===== src/rtl/enc_period_meter.sv =====
// enc_period_meter: block-averaged interval between encoder count changes, with direction and standstill detection
// Ports:
//   clock, reset_n                 clock and asynchronous active-low reset
//   sclr, ena                      synchronous clear; enable (low clears all but err_flag)
//   enc_changed, bidir_counter     count-change pulse and the new signed count
//   enc_error, err_clr             sequence error input; clear for the sticky err_flag
//   period, period_valid           averaged interval in cycles (all-ones when not valid)
//   period_upd                     one-cycle pulse when period is written
//   dir, stopped, err_flag         direction of last edge, standstill, sticky error
module enc_period_meter #(
   parameter int CNT_W    = 32,
   parameter int AVG_LOG2 = 2,
   parameter int TIMEOUT  = 50000000
) (
   input  logic               clock,
   input  logic               reset_n,
   input  logic               sclr,
   input  logic               ena,
   input  logic               enc_changed,
   input  logic signed [31:0] bidir_counter,
   input  logic               enc_error,
   input  logic               err_clr,
   output logic [CNT_W-1:0]   period,
   output logic               period_valid,
   output logic               period_upd,
   output logic               dir,
   output logic               stopped,
   output logic               err_flag
);
   localparam int AW = CNT_W + AVG_LOG2;
   localparam int NW = AVG_LOG2 + 1;
   localparam logic [NW-1:0]    N_MAX = NW'(1 << AVG_LOG2);
   localparam logic [CNT_W-1:0] T_MAX = CNT_W'(TIMEOUT);
   typedef enum logic [1:0] {IDLE, ARMED, RUN} state_t;
   state_t             state, state_nx;
   logic [CNT_W-1:0]   timer, timer_nx, period_nx;
   logic [AW-1:0]      acc, acc_nx, interval, acc_sum;
   logic [NW-1:0]      n, n_nx, n_inc;
   logic signed [31:0] last_pos, last_nx;
   logic               valid_nx, upd_nx, dir_nx, stopped_nx, err_nx;
   logic               clr, edge_ok, edge_dir;
   always_ff @(posedge clock or negedge reset_n) begin
      if (!reset_n) begin
         state        <= IDLE;
         timer        <= '0;
         acc          <= '0;
         n            <= '0;
         last_pos     <= '0;
         period       <= '1;
         period_valid <= 1'b0;
         period_upd   <= 1'b0;
         dir          <= 1'b0;
         stopped      <= 1'b1;
         err_flag     <= 1'b0;
      end else begin
         state        <= state_nx;
         timer        <= timer_nx;
         acc          <= acc_nx;
         n            <= n_nx;
         last_pos     <= last_nx;
         period       <= period_nx;
         period_valid <= valid_nx;
         period_upd   <= upd_nx;
         dir          <= dir_nx;
         stopped      <= stopped_nx;
         err_flag     <= err_nx;
      end
   end
   always_comb begin
      clr      = sclr | ~ena | enc_error;
      // an edge that does not change the count is ignored entirely
      edge_ok  = enc_changed & ~clr & (bidir_counter != last_pos);
      edge_dir = bidir_counter > last_pos;
      interval = AW'(timer) + AW'(1);
      // ARMED starts a fresh block, RUN extends the current one
      n_inc    = (state == ARMED) ? NW'(1) : n + NW'(1);
      acc_sum  = ((state == ARMED) ? '0 : acc) + interval;
      state_nx   = state;
      timer_nx   = edge_ok ? '0 : (timer == T_MAX) ? timer : timer + CNT_W'(1);
      acc_nx     = acc;
      n_nx       = n;
      last_nx    = edge_ok ? bidir_counter : last_pos;
      period_nx  = period;
      valid_nx   = period_valid;
      upd_nx     = 1'b0;
      dir_nx     = edge_ok ? edge_dir : dir;
      stopped_nx = stopped;
      err_nx     = sclr ? 1'b0 : enc_error ? 1'b1 : err_clr ? 1'b0 : err_flag;
      if (clr) begin
         state_nx   = IDLE;
         timer_nx   = '0;
         acc_nx     = '0;
         n_nx       = '0;
         last_nx    = '0;
         period_nx  = '1;
         valid_nx   = 1'b0;
         dir_nx     = 1'b0;
         stopped_nx = 1'b1;
      end else if (edge_ok) begin
         if (state == IDLE) begin
            state_nx = ARMED;
         end else if (edge_dir != dir) begin
            // reversal: the reference edge restarts, any partial block is dropped
            if (state == RUN) begin
               state_nx  = ARMED;
               acc_nx    = '0;
               n_nx      = '0;
               valid_nx  = 1'b0;
               period_nx = '1;
            end
         end else begin
            state_nx   = RUN;
            stopped_nx = 1'b0;
            if (n_inc == N_MAX) begin
               period_nx = CNT_W'(acc_sum >> AVG_LOG2);
               upd_nx    = 1'b1;
               valid_nx  = 1'b1;
               acc_nx    = '0;
               n_nx      = '0;
            end else begin
               acc_nx = acc_sum;
               n_nx   = n_inc;
            end
         end
      end else if (state != IDLE && timer == T_MAX) begin
         state_nx   = IDLE;
         stopped_nx = 1'b1;
         valid_nx   = 1'b0;
         period_nx  = '1;
         acc_nx     = '0;
         n_nx       = '0;
      end
   end
endmodule


===== config.mk =====
export PLATFORM = sky130hd
export DESIGN_NAME = enc_period_meter
export DESIGN_NICKNAME = d
export VERILOG_FILES = /design/src/rtl/enc_period_meter.sv
export SDC_FILE = /design/constraint.sdc
export NUM_CORES = 1
export LEC_CHECK = 0
export ABC_AREA = 1
export CAP_MARGIN = 20
export CELL_PAD_IN_SITES_DETAIL_PLACEMENT = 0
export CELL_PAD_IN_SITES_GLOBAL_PLACEMENT = 1
export CORE_UTILIZATION = 43
export DETAILED_ROUTE_END_ITERATION = 7
export PLACE_DENSITY = 0.93
export SLEW_MARGIN = 40
export SYNTH_ARGS = -nofsm -noshare
export SYNTH_HDL_FRONTEND = slang
export SYNTH_SLANG_ARGS = --single-unit
export TNS_END_PERCENT = 5

===== constraint.sdc =====
create_clock -name clock -period 3.3 [get_ports clock]
set_input_delay 0.495 -clock clock [delete_from_list [all_inputs] [get_ports clock]]
set_output_delay 0.495 -clock clock [all_outputs]
set_load 0.02 [all_outputs]

==> reports/qor.csv <==
stage,metric,value,unit
synthesis,netlist_top_cells_area,"sky130_fd_sc_hd__dfrtp_1 (27%), sky130_fd_sc_hd__nand2_1 (14%), sky130_fd_sc_hd__dfstp_2 (8.8%), sky130_fd_sc_hd__ha_1 (8.5%), sky130_fd_sc_hd__inv_1 (6.9%)",
detailed_routing,num_vias,9371,
global_route,grt_remaining_overflow,0,
timing,fin_crit,3070,ps
detailed_routing,detail-route-antenna-nets,0,
clock_tree,clock_latency,440,ps
worst_setup_path,worst_ep_required_time,3670,ps
power_and_ir_drop,p_seq_share,41.9,%
placed_design,hpwl,20400,um
detailed_routing,wl_per_cell,15.1,um
synthesis,synth-seq-cells,140,
cells_and_area,area.growth.synth_to_final,18.8,%
power_and_ir_drop,internal_power,3.16,mW
clock_tree,ctsLongestPathBuffers,2,
timing,hold_slack,148,ps
worst_setup_path,minimum_setup_slack_among_reg_to_reg_paths,230,ps
timing,setup_repair_after_global_routing_missed_its_margin,yes,
detailed_routing,total_wire_length_after_detailed_routing,27100,um
synthesis,yosysTopAreaCellShare,27.0,%
global_route,global_route.usage.total,24.0,%
clock_tree,clock-sinks,140,
timing,maxClockFrequency,325,MHz
power_and_ir_drop,powerDensity,369,nW/um^2
timing,max_slew_margin,50.8,%
floorplan,pin_count,76,
worst_setup_path,timing.critical_path.fanout_max,28,
synthesis,synthDominantAreaCellType,sky130_fd_sc_hd__dfrtp_1,
status,outcome,finished clean,
clock_tree,clock_tree_from_tritoncts,built,
synthesis,syn_nets,1517,
worst_setup_path,critical_path_arrival,3440,ps
timing,worst-slew-pin-transition,737,ps
power_and_ir_drop,static_leakage_power,5.45,nW
timing,setup_viol,0,
global_route,via_count_of_the_first_global_routing_pass,9127,
floorplan,die_y,154,um
clock_tree,cell_at_the_root_of_the_clock_tree,sky130_fd_sc_hd__clkbuf_16,
detailed_routing,drcViolationCount,0,
floorplan,core_area,22600,um^2
floorplan,floorplan.initialDensity,43.8,%
cells_and_area,post_layout_nonfiller_instances,1788,
power_and_ir_drop,combinational_share_of_power,11.7,%
detailed_routing,firstDrtPassIters,5,
synthesis,ys_warn_count,0,
worst_setup_path,worstSetupEndpointType,flop,
power_and_ir_drop,p_sw_share,27.4,%
power_and_ir_drop,totalPowerFinal,4.35,mW
worst_setup_path,setup.worst_path.class,flop to flop,
power_and_ir_drop,p_sw,1.19,mW
clock_tree,clk_transition_reported_paths,70,ps
placed_design,placed_cells_incl_taps,1756,
global_route,grt_antenna_before_repair,0,
timing,worst_clock_skew,17.1,ps
clock_tree,cts_max_level,4,
cells_and_area,final_core_utilization,52.0,%
synthesis,netlist_instances,1410,
synthesis,avgSynthCellArea,7.03,um^2
synthesis,synth.distinct_cells,42,
floorplan,die_area,23700,um^2
placed_design,gpl.final_weighted_congestion,0.959,
floorplan,die-width,154,um
global_route,pin_count_of_the_biggest_net_entering_global_routing,92,
floorplan,floorplan.rows,55,
timing,layout_worst_path_cycle_share,93.2,%
clock_tree,cts-buffers-inserted,17,
synthesis,synth-seq-area-share,35.8,%
cells_and_area,nNetsFinal,1597,
global_route,grt_pass1_wl,45400,um
power_and_ir_drop,clkPwrFrac,46.4,%
cells_and_area,post_route_cells_drive_above_1_share,9.05,%
detailed_routing,drt_iter0_markers,600,
worst_setup_path,setup.worst_path.start_class,flop,
power_and_ir_drop,vdd_ir_drop_max,240,uV
synthesis,mappedNetlistArea,9910,um^2
timing,hold_violation_count_in_the_final_report,0,
cells_and_area,antenna_cells_inserted,0,
cells_and_area,final_area,11800,um^2
placed_design,detailed_place.area,11200,um^2
placed_design,port_buffers,75,
detailed_routing,routed_via_density,5.24,
hold_path,worst_hold_path_type,input port to asynchronous set/reset pin,
timing,slew_viol_final,0,
job,max_cap_viol_count,0,
## cells in the final DEF (no fill, tap or decap), types with 8 or more instances in the layout
cell	n
sky130_fd_sc_hd__a21o_1	8
sky130_fd_sc_hd__a21oi_1	75
sky130_fd_sc_hd__buf_12	8
sky130_fd_sc_hd__buf_4	28
sky130_fd_sc_hd__clkbuf_16	17
sky130_fd_sc_hd__clkdlybuf4s50_1	74
sky130_fd_sc_hd__dfrtp_1	107
sky130_fd_sc_hd__dfstp_2	33
sky130_fd_sc_hd__ha_1	67
sky130_fd_sc_hd__inv_1	181
sky130_fd_sc_hd__nand2_1	381
sky130_fd_sc_hd__nand3_1	82
sky130_fd_sc_hd__nand4_1	80
sky130_fd_sc_hd__nor2_1	157
sky130_fd_sc_hd__nor3_1	17
sky130_fd_sc_hd__o21ai_0	77
sky130_fd_sc_hd__or2_2	10
sky130_fd_sc_hd__xnor2_1	8
sky130_fd_sc_hd__xor2_1	17
## synthesized netlist by cell type
| master | n |
|---|---|
| sky130_fd_sc_hd__o21bai_1 | 3 |
| sky130_fd_sc_hd__inv_2 | 3 |
| sky130_fd_sc_hd__nor2_2 | 1 |
| sky130_fd_sc_hd__nand3_4 | 2 |
| sky130_fd_sc_hd__clkbuf_1 | 21 |
| sky130_fd_sc_hd__buf_1 | 4 |
| sky130_fd_sc_hd__and3b_1 | 1 |
| sky130_fd_sc_hd__nor2_1 | 157 |
| sky130_fd_sc_hd__xnor2_1 | 8 |
| sky130_fd_sc_hd__nand2_4 | 1 |
| sky130_fd_sc_hd__or2_2 | 10 |
| sky130_fd_sc_hd__nand2_1 | 382 |
| sky130_fd_sc_hd__a21oi_1 | 77 |
| sky130_fd_sc_hd__a21boi_0 | 2 |
| sky130_fd_sc_hd__nand2_2 | 3 |
| sky130_fd_sc_hd__o21ai_2 | 1 |
| sky130_fd_sc_hd__nor4_2 | 2 |
| sky130_fd_sc_hd__nor3_2 | 3 |
| sky130_fd_sc_hd__nand3_1 | 82 |
| sky130_fd_sc_hd__xor2_1 | 17 |
| sky130_fd_sc_hd__o21ai_0 | 78 |
| sky130_fd_sc_hd__dfrtp_1 | 107 |
| sky130_fd_sc_hd__clkinv_1 | 1 |
| sky130_fd_sc_hd__buf_2 | 18 |
| sky130_fd_sc_hd__a311oi_1 | 1 |
| sky130_fd_sc_hd__o21a_1 | 7 |
| sky130_fd_sc_hd__dfstp_2 | 33 |
| sky130_fd_sc_hd__nand4_4 | 1 |
| sky130_fd_sc_hd__a31oi_1 | 2 |
| sky130_fd_sc_hd__buf_4 | 7 |
| sky130_fd_sc_hd__nor3_1 | 17 |
| sky130_fd_sc_hd__nor4_1 | 4 |
| sky130_fd_sc_hd__nand4_1 | 80 |
| sky130_fd_sc_hd__inv_1 | 181 |
| sky130_fd_sc_hd__o211a_1 | 1 |
| sky130_fd_sc_hd__ha_1 | 67 |
| sky130_fd_sc_hd__nand3_2 | 4 |
| sky130_fd_sc_hd__o211ai_1 | 4 |
| sky130_fd_sc_hd__a21o_1 | 8 |
| sky130_fd_sc_hd__fa_1 | 1 |
| sky130_fd_sc_hd__o21ai_1 | 1 |
| sky130_fd_sc_hd__nand3b_1 | 7 |
## metrics by stage
step	TNS, ps	setup slack [ps]
final	0	226
after global routing	-22.6	-22.6
after CTS	0	178
after detailed placement	0	195
after global placement	0	228
after floorplan	0	579
## metal layers
layer,vias to the layer above,global-route usage (%),part of all wire [%]
li1,4757,-,-
met1,4327,31.5,45
met2,242,39.8,47
met3,45,3.78,5.2
met4,0,9.10,2.6
met5,-,0,0
## flip-flops by register name, indices dropped and copies added (netlist names)
signal and flops:
acc 34, last_pos 32, period 32, timer 32, n 3, state 2, dir 1, err_flag 1
period_upd 1, period_valid 1, stopped 1
## path summary, 6_finish.rpt
path,start,to,cells past startpoint
setup reg to reg,state[1]$_DFFE_PN0P_,acc[22]$_DFFE_PN0P_,17
setup / recovery,state[1]$_DFFE_PN0P_,acc[22]$_DFFE_PN0P_,17
max in group asynchronous,reset_n,last_pos[2]$_DFFE_PN0P_,2
hold / removal,reset_n,acc[5]$_DFFE_PN0P_,1
min in group clock,period[24]$_DFFE_PN1P_,period[24]$_DFFE_PN1P_,2
hold reg to reg,period[24]$_DFFE_PN1P_,period[24]$_DFFE_PN1P_,2
## layout make-up
type	count	area [um^2]
Timing Repair Buffer	111	1120
Clock buffer	17	425
Fill cell	2192	10900
Inverter	185	694
Clock inverter	15	176
Sequential cell	140	3540
Multi-Input combinational cell	1035	5450
Tap cell	285	357
## worst max-delay path, stage by stage, from the launching register on
cell,delay [ps]
sky130_fd_sc_hd__dfrtp_1,390
sky130_fd_sc_hd__inv_1,80
sky130_fd_sc_hd__nand2_2,100
sky130_fd_sc_hd__inv_1,120
sky130_fd_sc_hd__buf_12,190
sky130_fd_sc_hd__nor2_1,90
sky130_fd_sc_hd__fa_1,440
sky130_fd_sc_hd__nand3_1,100
sky130_fd_sc_hd__nand2_1,120
sky130_fd_sc_hd__a21oi_2,240
sky130_fd_sc_hd__nand3b_1,140
sky130_fd_sc_hd__nand3b_1,140
sky130_fd_sc_hd__xor2_1,170
sky130_fd_sc_hd__buf_4,150
sky130_fd_sc_hd__or2_2,260
sky130_fd_sc_hd__nor2_1,100
sky130_fd_sc_hd__nand3_1,80
sky130_fd_sc_hd__nand2_1,70
## cells by family after synthesis
logic type / count (synthesis) / share of synthesized area (%)
flops: 140 / 35.8
xor+xnor: 25 / 2.21
simple gates: 757 / 33.9
buf+inv: 235 / 9.39
fa+ha+maj: 68 / 8.66
compound gates: 185 / 10.1
## power by group through the flow
stage / sequential (mW) / clock [mW] / combinational (mW)
2_1_floorplan: 1.91 / 0 / 0.211
3_3_place_gp: 1.85 / 0 / 0.504
3_5_place_dp: 1.85 / 0 / 0.511
4_1_cts: 1.82 / 2.06 / 0.513
5_1_grt: 1.83 / 2.12 / 0.564
6_report: 1.82 / 2.02 / 0.508
## repair_timing
action                     CTS  global route
setup buffers                0             0
gates resized for setup      0             4
setup endpoints to repair    0             5
hold buffers                 0             0
No activity file was read; power rests on OpenSTA's default activity.
